**src/rtl/frame_lock_pkg.sv**
```systemverilog
// Shared types and default constants for the frame lock monitor.
package frame_lock_pkg;

  typedef enum logic [1:0] {
    HUNT     = 2'd0,
    CONFIRM  = 2'd1,
    LOCKED   = 2'd2,
    FLYWHEEL = 2'd3
  } lock_state_e;

  localparam int unsigned LOCK_CNT_DEF    = 3;
  localparam int unsigned UNLOCK_CNT_DEF  = 2;
  localparam int unsigned TIMEOUT_CYC_DEF = 12;
  localparam int unsigned CNT_W_DEF       = 16;

  // Run counters only ever need to reach 15.
  localparam int unsigned RUN_W = 4;
  // Silence counter only ever needs to reach 255.
  localparam int unsigned SIL_W = 8;

endpackage

```
**src/rtl/sat_counter.sv**
```systemverilog
// Saturating up-counter with a synchronous clear that wins over increment.
module sat_counter #(
  parameter int unsigned W = 16
) (
  input  logic         clk,
  input  logic         rst_n,
  input  logic         inc,
  input  logic         clr,
  output logic [W-1:0] cnt
);

  logic [W-1:0] cnt_q, cnt_d;

  // Next count: clear first, otherwise step unless already at all-ones.
  always_comb begin
    cnt_d = cnt_q;
    if (clr) begin
      cnt_d = '0;
    end else if (inc && (cnt_q != '1)) begin
      cnt_d = cnt_q + W'(1);
    end
  end

  // Count register.
  always_ff @(posedge clk or negedge rst_n) begin
    if (!rst_n) begin
      cnt_q <= '0;
    end else begin
      cnt_q <= cnt_d;
    end
  end

  assign cnt = cnt_q;

endmodule

```
**src/rtl/frame_lock_monitor.sv**
```systemverilog
// Framing-lock monitor fed by the frame detector's match / not_match pulses.
// Optional silence watchdog: define FRAME_LOCK_TIMEOUT_EN to enable it.
//
// state    | meaning
// ---------+-----------------------------------------------------------
// HUNT     | no alignment, waiting for a first match
// CONFIRM  | counting consecutive matches towards LOCK_CNT
// LOCKED   | aligned, matches arriving
// FLYWHEEL | aligned but missing; counting misses towards UNLOCK_CNT
module frame_lock_monitor
  import frame_lock_pkg::*;
#(
  parameter int unsigned LOCK_CNT    = LOCK_CNT_DEF,
  parameter int unsigned UNLOCK_CNT  = UNLOCK_CNT_DEF,
  parameter int unsigned CNT_W       = CNT_W_DEF,
  parameter int unsigned TIMEOUT_CYC = TIMEOUT_CYC_DEF
) (
  input  logic             clk,
  input  logic             rst_n,
  input  logic             match,
  input  logic             not_match,
  input  logic             clr,
  output logic             locked,
  output logic             lock_acq,
  output logic             lock_loss,
  output logic [1:0]       state,
  output logic [CNT_W-1:0] match_total,
  output logic [CNT_W-1:0] miss_total,
  output logic             err
);

  lock_state_e      state_q, state_d;
  logic [RUN_W-1:0] run_q, run_d;
  logic [RUN_W-1:0] miss_run_q, miss_run_d;
  logic             locked_q, locked_d;
  logic             acq_q, acq_d;
  logic             loss_q, loss_d;
  logic             err_q, err_d;

  logic             ev_valid;
  logic [RUN_W:0]   run_inc;
  logic [RUN_W:0]   miss_run_inc;
  logic             timeout;

  assign ev_valid     = match ^ not_match;
  assign run_inc      = {1'b0, run_q} + (RUN_W+1)'(1);
  assign miss_run_inc = {1'b0, miss_run_q} + (RUN_W+1)'(1);

`ifdef FRAME_LOCK_TIMEOUT_EN
  logic [SIL_W-1:0] sil_q, sil_d;
  logic [SIL_W:0]   sil_inc;

  assign sil_inc = {1'b0, sil_q} + (SIL_W+1)'(1);
  // An event in the same cycle always beats the watchdog.
  assign timeout = (state_q != HUNT) && !ev_valid &&
                   (sil_inc == (SIL_W+1)'(TIMEOUT_CYC));

  // Silence counter: idle in HUNT, restarted by any valid event or expiry.
  always_comb begin
    sil_d = sil_inc[SIL_W-1:0];
    if ((state_q == HUNT) || ev_valid || timeout) begin
      sil_d = '0;
    end
  end

  // Silence counter register.
  always_ff @(posedge clk or negedge rst_n) begin
    if (!rst_n) begin
      sil_q <= '0;
    end else begin
      sil_q <= sil_d;
    end
  end
`else
  logic unused_timeout_cyc;
  assign unused_timeout_cyc = ^TIMEOUT_CYC;
  assign timeout = 1'b0;
`endif

  // Next state, run counters and next values of the registered pulses.
  always_comb begin
    state_d    = state_q;
    run_d      = run_q;
    miss_run_d = miss_run_q;
    acq_d      = 1'b0;
    loss_d     = 1'b0;
    err_d      = match & not_match;

    if (ev_valid) begin
      unique case (state_q)
        HUNT: begin
          if (match) begin
            if (LOCK_CNT == 1) begin
              state_d = LOCKED;
              acq_d   = 1'b1;
            end else begin
              state_d = CONFIRM;
              run_d   = RUN_W'(1);
            end
          end
        end
        CONFIRM: begin
          if (match) begin
            if (run_inc == (RUN_W+1)'(LOCK_CNT)) begin
              state_d = LOCKED;
              acq_d   = 1'b1;
              run_d   = '0;
            end else begin
              run_d = run_inc[RUN_W-1:0];
            end
          end else begin
            state_d = HUNT;
            run_d   = '0;
          end
        end
        LOCKED: begin
          if (not_match) begin
            if (UNLOCK_CNT == 1) begin
              state_d = HUNT;
              loss_d  = 1'b1;
            end else begin
              state_d    = FLYWHEEL;
              miss_run_d = RUN_W'(1);
            end
          end
        end
        FLYWHEEL: begin
          if (match) begin
            state_d    = LOCKED;
            miss_run_d = '0;
          end else if (miss_run_inc == (RUN_W+1)'(UNLOCK_CNT)) begin
            state_d    = HUNT;
            loss_d     = 1'b1;
            miss_run_d = '0;
          end else begin
            miss_run_d = miss_run_inc[RUN_W-1:0];
          end
        end
        default: state_d = HUNT;
      endcase
    end else if (timeout) begin
      state_d    = HUNT;
      run_d      = '0;
      miss_run_d = '0;
      loss_d     = (state_q == LOCKED) || (state_q == FLYWHEEL);
    end

    locked_d = (state_d == LOCKED) || (state_d == FLYWHEEL);
  end

  // State, run counters and registered status outputs.
  always_ff @(posedge clk or negedge rst_n) begin
    if (!rst_n) begin
      state_q    <= HUNT;
      run_q      <= '0;
      miss_run_q <= '0;
      locked_q   <= 1'b0;
      acq_q      <= 1'b0;
      loss_q     <= 1'b0;
      err_q      <= 1'b0;
    end else begin
      state_q    <= state_d;
      run_q      <= run_d;
      miss_run_q <= miss_run_d;
      locked_q   <= locked_d;
      acq_q      <= acq_d;
      loss_q     <= loss_d;
      err_q      <= err_d;
    end
  end

  sat_counter #(.W(CNT_W)) u_match_total (
    .clk   (clk),
    .rst_n (rst_n),
    .inc   (ev_valid & match),
    .clr   (clr),
    .cnt   (match_total)
  );

  sat_counter #(.W(CNT_W)) u_miss_total (
    .clk   (clk),
    .rst_n (rst_n),
    .inc   (ev_valid & not_match),
    .clr   (clr),
    .cnt   (miss_total)
  );

  assign state     = state_q;
  assign locked    = locked_q;
  assign lock_acq  = acq_q;
  assign lock_loss = loss_q;
  assign err       = err_q;

endmodule

```
**config.mk**
```make
export PLATFORM = sky130hd
export DESIGN_NAME = frame_lock_monitor
export DESIGN_NICKNAME = d
export VERILOG_FILES = /design/src/rtl/frame_lock_pkg.sv /design/src/rtl/sat_counter.sv /design/src/rtl/frame_lock_monitor.sv
export SDC_FILE = /design/constraint.sdc
export NUM_CORES = 1
export LEC_CHECK = 0
export CAP_MARGIN = 5
export CORE_ASPECT_RATIO = 1.2
export CORE_MARGIN = 2
export CORE_UTILIZATION = 58
export CTS_CLUSTER_SIZE = 20
export DETAILED_ROUTE_END_ITERATION = 7
export GPL_TIMING_DRIVEN = 0
export PLACE_DENSITY = 0.82
export SETUP_SLACK_MARGIN = 0.05
export SLEW_MARGIN = 20
export SYNTH_ARGS = -nofsm -noshare
export SYNTH_HDL_FRONTEND = slang
export SYNTH_HIERARCHICAL = 1
export SYNTH_SLANG_ARGS = --single-unit
```
**constraint.sdc**
```tcl
create_clock -name clk -period 3.05 [get_ports clk]
set_clock_uncertainty 0.15 [all_clocks]
set_input_delay 0.4575 -clock clk [delete_from_list [all_inputs] [get_ports clk]]
set_output_delay 0.4575 -clock clk [all_outputs]
set_load 0.05 [all_outputs]
```
* Word level (Yosys, flattened, before mapping)
Index checks and enable logic that the tools add are counted.
** Word-level totals
- Output and inout bits :: 38
- Word-level logic and storage cells :: 66
- Input port bits :: 5
- Register bits after elaboration :: 46
** Operators by class
- Bitwise logic cells :: 4
- Reductions and logical operators :: 10
- Equal/unequal tests :: 11
- Add/subtract/negate cells :: 4
- Muxes and demuxes :: 28
** Operator list (number)
- 16-bit 2-to-1 mux :: 4
- 16-bit by 1-bit adder with 16-bit output, second input constant :: 2
- 16-bit inequality test, second input constant :: 2
- 4-bit 2-to-1 mux :: 6
- 4-bit one-hot mux with 2 select lines :: 2
- 2-bit 2-to-1 mux :: 7
- 4-bit by 1-bit adder with 5-bit output, second input constant :: 2
- 5-bit by 2-bit equality test with 1-bit output, second input constant :: 2
- 2-bit equality test, second input constant :: 4
- 1-bit 2-to-1 mux :: 8
- 2-bit one-hot mux with 4 select lines :: 1
- 2-bit nonzero test :: 4
- 3-bit AND reduction :: 2
- 2-bit inequality test, second input constant :: 2
- 1-bit AND :: 3
- 2-bit by 1-bit equality test with 1-bit output, second input constant :: 1
- 1-bit logical AND :: 2
- 2-bit logical NOT :: 1
- 1-bit logical OR :: 1
- 1-bit XOR :: 1

* Depth between registers and ports, before layout
Gate-level depths: netlist (run 1).
- Depth after elaboration :: 8
- Gate-level depth with buffers :: 7
- Gate-level depth less buffers :: 6

* Modules after synthesis
The synthesis (run 1) kept the hierarchy.
** By module, submodules not included
- sat_counter :: cells an instance 98, seq. area each 400.4 um^2, area an instance 942.2 um^2, instances 2
- frame_lock_monitor :: cells an instance 85, seq. area each 350.3 um^2, area an instance 817.0 um^2, instances 1

* Least setup slack after synthesis (run 1)
OpenSTA, ideal clock, no wires.
- Kind :: register -> register
- Start point :: reg u_match_total.cnt_q[0], in the netlist u_match_total/cnt[0]
- End point :: reg u_match_total.cnt_q[15], in the netlist u_match_total/cnt[15]
- Data arrival time :: 1.988 ns
- Cell stages (with the launch flop) :: 6
- Slack :: 0.784 ns
- Required time :: 2.772 ns
- Cell sequence :: dfrtp_1 ha_1 nand4_2 nor4_4 nor4_1 mux2_1
** Between the ends
- Cells in the longest elaborated chain, start to end :: 3
- Elaborated cells on any way between the ends :: 6
- Those cells by class :: add/sub: 1; eq/ne: 1; mux: 2; reduce/logical: 2
** RTL lines
- start, declared :: line sat_counter.sv:12 : logic [W-1:0] cnt_q, cnt_d;
- start signal, assigned :: line sat_counter.sv:29 : cnt_q <= cnt_d;
- 16-bit by 1-bit adder with 16-bit output or 16-bit inequality test (tied branches) :: line sat_counter.sv:20, sat_counter.sv:19
- 16-bit 2-to-1 mux or 1-bit logical AND (tied branches) :: line sat_counter.sv:19 : end else if (inc && (cnt_q != '1)) begin
- 16-bit 2-to-1 mux or 2-bit nonzero test (tied branches)
Several ways; a longest one is shown, not always the timed one. The select of a mux whose other input is x is not followed.
A chain may end at the register's enable or synchronous reset.

* Worst setup path in the final report (run 1)
- Start point :: in match
- End point :: reg u_miss_total.cnt_q[8], in the netlist u_miss_total/cnt[8]
** Between the ends
- Cells in the longest elaborated chain, start to end :: 4
** RTL lines
- start, declared :: line frame_lock_monitor.sv:20 : input logic match,
- 1-bit XOR :: line frame_lock_monitor.sv:45 : assign ev_valid = match ^ not_match;
- 1-bit AND :: line frame_lock_monitor.sv:183 : .inc (ev_valid & not_match),
- 1-bit logical AND :: line sat_counter.sv:19
- 2-bit nonzero test (no line)
- end signal, assigned :: line sat_counter.sv:29
- end, declared :: line sat_counter.sv:12
Every way passes these cells.

==> results of run 1 <==
-- worst min-delay path, cell delays in order (launching register included) --
cell and delay (ns):
dfrtp_1 0.35, nand2_1 0.05, o21ai_0 0.07
-- power groups by stage --
| stage | Clock [mW] | Sequential [mW] | Combinational, mW |
|---|---|---|---|
| finish | 0.384 | 0.702 | 0.287 |
| global route | 0.416 | 0.708 | 0.320 |
| CTS | 0.388 | 0.701 | 0.289 |
| detailed placement | 0 | 0.712 | 0.288 |
| global placement | 0 | 0.711 | 0.277 |
| floorplan | 0 | 0.735 | 0.170 |
-- cell usage after synthesis (3+ instances only) --
master	number
o31ai_1	15
mux2_1	8
nor2b_1	8
ha_1	9
nor2_1	16
clkbuf_1	8
inv_1	14
a21oi_1	25
or3_1	4
a211oi_2	3
or4_1	10
nand2_1	18
a31oi_1	3
nor4_1	10
o21ai_1	8
dfrtp_1	46
and3_1	4
nor3_1	3
nand4_1	12
and4_2	4
o21ai_0	7
or4_2	4
nand3_1	10
-- layer usage --
layer  vias up  track usage  part of all wire
met5         -            0                 0
met4         0       0.0653            0.0077
met3         4       0.0425             0.038
met2        55        0.423              0.52
met1      1146        0.315              0.44
li1       1175            -                 -
-- placed cells by master (no fill, tap or decap), types with 2 or more instances in the layout --
cell,count
nor3_1,3
clkbuf_1,9
mux2i_1,2
a31oi_1,3
nand4_1,12
and4_2,4
nand2b_1,2
nand2_1,18
nor2b_1,8
nor4_1,10
or3_1,4
a311oi_1,2
o21ai_1,8
or4_1,10
o211ai_2,2
o31ai_1,15
o21ai_0,7
inv_1,14
buf_2,2
or4_2,4
buf_6,2
nor4_4,2
nand4_2,2
nand3b_1,2
a211oi_2,3
a21o_1,2
nor2_1,16
mux2_1,8
nand3_1,10
dfrtp_1,46
a21boi_1,2
and3_1,4
or3_2,2
clkdlybuf4s50_1,41
a21oi_1,25
ha_1,9
clkbuf_8,6
-- path summary, 6_finish.rpt --
check,from,end
worst max-delay path,match,u_miss_total/cnt[8]
worst min register to register,miss_run_q[3],miss_run_q[3]
min in group asynchronous,rst_n,u_match_total/cnt[8]
max in group asynchronous,rst_n,u_match_total/cnt[2]
worst min-delay path,miss_run_q[3],miss_run_q[3]
worst max register to register,u_match_total/cnt[0],u_match_total/cnt[15]
-- logic make-up after synthesis --
logic type	after synthesis	share of synthesized area
AOI/OAI and AO/OA	74	0.180
adders and majority gates	9	0.0417
buffers and inverters	25	0.0408
and+or+nand+nor	116	0.267
xor gates and xnor gates	1	0.00324
muxes	10	0.0408
DFF	46	0.426
-- flip-flops by register name (all words and copies together) (netlist names) --
name               cells
miss_run_q             4
lock_acq               1
u_miss_total/cnt      16
locked                 1
run_q                  4
u_match_total/cnt     16
lock_loss              1
state                  2
err                    1
-- cell type report --
cell class | instances | area (µm²)
multi-input cells | 210 | 1440
fillers | 355 | 1220
flip-flops and latches | 46 | 1150
repair buffers | 44 | 445
clock buffers | 7 | 86.3
well taps | 58 | 72.6
plain buffers | 11 | 57.6
inverters | 14 | 52.6
clock inverters | 1 | 5.00
==> impl_metrics.yaml, run 1 <==
synthesis:
  syn_area_per_cell_um2: 9.61
  synthFlopType: "dfrtp_1"
  synth_top_area_frac: 0.426
  synth-seq-area-share: 0.426
  ys_top_cells_by_area: "dfrtp_1, a21oi_1, ha_1, o31ai_1, mux2_1"
  postSynthCellCount: 281
  synth_area_mm2: 0.00270
  ys_warn_count: 6
  post-synth-top-area-cell: "dfrtp_1"
  syn-num-nets: 295
  ys_types: 44
  synth_edf_count: 0
  ys_ff_latch: 46
  async_flop_share: 1.00
critical_path:
  crit_type: "primary input to register"
  path_delay_family: "buffers and inverters"
  cp-start-kind: "primary input"
  end_kind: "register"
  cp_max_fo: 10
  ff2ff_path_depth: 5
  slowest_stage: "clkdlybuf4s50_1"
  slowest_delay_ns: 0.67
  critical_path_arrival_ns: 2.80
  r2r_slack_ns: 0.87
  crit_required_ns: 3.12
  cp.depth: 8
  path_cells: "clkdlybuf4s50_1, inv_1, ha_1, inv_1, clkbuf_1, clkbuf_1, o21ai_0, a21oi_1"
  crit_buf_inv: 5
floorplan:
  dieWidth_um: 66.3
  die_area_mm2: 0.00522
  io_pins: 43
  start_util: 0.597
  die_y_um: 78.8
  rows: 27
  core_mm2: 0.00453
power_and_ir_drop:
  combPwrFrac: 0.209
  switchingPower_uw: 430
  ir_drop_mv: 0.348
  internal_power_uw: 943
  power.clock.fraction: 0.279
  p_seq_frac: 0.511
  switching_share: 0.313
  fin_total_pwr_mw: 1.37
  power_density_mw_per_mm2: 415
  leakagePower_nw: 1.34
place:
  dpl.hpwl_um: 4340
  dp.cells: 382
  io_buffers: 42
  gp_congestion: 0.826
  dp_slack_ns: 0.0787
  postPlaceCellArea_mm2: 0.00321
cts:
  clock-sinks: 46
  worstSkewPairLatency_ns: 0.30
  max-clock-path-buffers: 2
  cts_tree: "built"
  cts-hold-fix-buffers: 1
  postCtsResizedCells: 0
  clock_tree.root_cell: "clkbuf_8"
  path_clk_slew_ns: 0.09
  htree_levels: 2
  cts_buffers: 5
  post_cts.repair.setup_buffers: 0
route:
  vias: 2380
  drt-wirelength-per-cell_um: 15.6
  drc: 0
  initialDrtViolationCount: 258
  first_pass_iters: 4
  viasPerCell: 6.09
  routed_wirelength_um: 6090
  ant_nets: 0
layout:
  drive_above_1_share: 0.105
  syn_to_final_growth_pct: 22.6
  postLayoutCellArea_mm2: 0.00331
  final_util: 0.731
  num-nets-final: 346
  antennaDiodeCount: 0
  fin_cells: 391
sta:
  fin_crit_sh: 0.895
  finalHoldViolations: 0
  slew_violations: 0
  max-slew-margin-rel: 0.604
  fmax_mhz: 367
  timing.final.ws_setup_ns: 0.322
  setup_viol_count_final: 0
  holdWs_ns: 0.345
  rsz0062_at_grt: "no"
  worst_pin_slew_ns: 0.590
  tns_ns: 0
  fin_crit_ns: 2.73
global_route:
  grt_max_degree: 32
  grt_pass1_vias: 2185
  antenna_found_initial: 0
  grt_usage: 0.245
  grt_overflow: 0
  grt_pass1_wl_um: 10100
min_path:
  holdPathStages: 2
  min-delay-path-class: "register to register"
job:
  drv_cap: 0
outcome:
  status: "completed"
(Power assumes the default switching activity.)
==> run 2: changes to the inputs <==
- CTS_CLUSTER_DIAMETER: not set -> 120
- MAX_ROUTING_LAYER: not set -> met4
==> impl_metrics.yaml, run 2 (synthesis results as in run 1) <==
outcome:
  status: "completed"
power_and_ir_drop:
  switchingPower_uw: 432
  ir_drop_mv: 0.348
  fin_total_pwr_mw: 1.37
  power_density_mw_per_mm2: 415
  internal_power_uw: 943
  switching_share: 0.314
  p_seq_frac: 0.510
  leakagePower_nw: 1.34
  power.clock.fraction: 0.280
  combPwrFrac: 0.209
route:
  ant_nets: 0
  vias: 2411
  initialDrtViolationCount: 251
  drc: 0
  routed_wirelength_um: 6130
  viasPerCell: 6.17
  drt-wirelength-per-cell_um: 15.7
  first_pass_iters: 5
critical_path:
  reg2reg_to: "u_match_total/cnt[15]"
  crit_start: "match"
  cp-start-kind: "primary input"
  crit_required_ns: 3.12
  path_cells: "clkdlybuf4s50_1, inv_1, ha_1, inv_1, clkbuf_1, clkbuf_1, o21ai_0, a21oi_1"
  r2r_slack_ns: 0.86
  crit_type: "primary input to register"
  slowest_delay_ns: 0.67
  critical_path_arrival_ns: 2.80
  cp_max_fo: 10
  ff2ff_path_depth: 5
  path_delay_family: "buffers and inverters"
  slowest_stage: "clkdlybuf4s50_1"
  crit_buf_inv: 5
  end_kind: "register"
  r2r-start: "u_match_total/cnt[0]"
global_route:
  grt_max_degree: 32
  grt_pass1_vias: 2184
  grt_overflow: 0
  grt_pass1_wl_um: 10100
  grt_usage: 0.251
  antenna_found_initial: 0
layout:
  num-fill-cells: 355
  drive_above_1_share: 0.105
  num-nets-final: 346
  antennaDiodeCount: 0
  syn_to_final_growth_pct: 22.6
  final_cell_mix: "dfrtp_1, clkdlybuf4s50_1, a21oi_1"
  fin_cells: 391
  final_common_cell: "dfrtp_1"
  postLayoutCellArea_mm2: 0.00331
cts:
  cts_tree: "built"
  cts_buffers: 5
  path_clk_slew_ns: 0.09
  clock-sinks: 46
  max-clock-path-buffers: 2
  worstSkewPairLatency_ns: 0.30
  htree_levels: 2
  post_cts.repair.setup_buffers: 0
  clock_tree.root_cell: "clkbuf_8"
sta:
  slew_violations: 0
  setup_viol_count_final: 0
  worst_pin_slew_ns: 0.598
  fin_crit_sh: 0.895
  tns_ns: 0
  rsz0062_at_grt: "no"
  finalHoldViolations: 0
  fin_crit_ns: 2.73
  max-slew-margin-rel: 0.598
  fmax_mhz: 366
  timing.final.ws_setup_ns: 0.320
place:
  dp_slack_ns: 0.0787
  postPlaceCellArea_mm2: 0.00321
  gp_congestion: 0.838
  dp.cells: 382
  io_buffers: 42
  dpl.hpwl_um: 4340
floorplan:
  die_y_um: 78.8
  dieWidth_um: 66.3
  start_util: 0.597
  io_pins: 43
  rows: 27
  die_area_mm2: 0.00522
  core_mm2: 0.00453
min_path:
  holdPathStages: 2
  hold_end: "miss_run_q[3]"
  hp-start: "miss_run_q[3]"
  min-delay-path-class: "register to register"
job:
  drv_cap: 0
-- run 2: worst max path at each step --
stage,end,slack [ns],cells after the start
floorplan,u_match_total/cnt[15],0.78,5
global placement,lock_loss,0.05,1
detailed placement,u_miss_total/cnt[8],0.08,8
CTS,u_miss_total/cnt[8],0.40,8
global route,u_miss_total/cnt[8],0.15,8
finish,u_miss_total/cnt[8],0.32,8
-- run 2: per-stage QoR --
step	hold slack, ns	util
after global placement	0.318	0.706
after CTS	0.354	0.731
after global routing	0.395	0.731
after floorplan	0.0119	-
after detailed placement	0.257	0.709
final	0.346	0.731
-- run 2: power groups by stage --
stage	clock network, mW	registers [mW]	logic (mW)
after floorplan	0	0.735	0.170
after global routing	0.416	0.708	0.320
after detailed placement	0	0.712	0.288
final	0.385	0.702	0.288
after CTS	0.388	0.701	0.289
after global placement	0	0.711	0.277
-- run 2: cell type report --
type,count,area (µm²),area share
clock inverters,1,5.00,0.00151
clock buffers,7,86.3,0.0261
inverters,14,52.6,0.0159
multi-input cells,210,1440,0.435
repair buffers,44,445,0.135
plain buffers,11,57.6,0.0174
flip-flops and latches,46,1150,0.348
well taps,58,72.6,0.0219
-- run 2: layer usage --
metal | wire length [µm] | global-route usage | up-vias
met5 | 0 | - | -
met2 | 3240 | 0.421 | 55
met3 | 246 | 0.0425 | 5
met4 | 53 | 0.0653 | 0
li1 | - | - | 1178
met1 | 2600 | 0.316 | 1173
-- run 2: worst register-to-register path, delay by kind of cell (launching register included) --
family	cells	cell delay [ns]
flip-flops	1	0.42
AND/OR/NAND/NOR	3	0.92
multiplexers	1	0.34
adder cells (fa/ha/maj)	1	0.26
-- run 2: repair_timing --
item | CTS | global route
hold buffers | 1 | 0
resized for setup | 0 | 0
endpoints found under the setup margin | 0 | 0
hold endpoints to repair | 15 | 0
==> run 3: changes to the inputs <==
- ABC_CLOCK_PERIOD_IN_PS: not set -> 3050
==> results of run 3 <==
No change in the layout: final DEF, timing and power equal those of run 2.
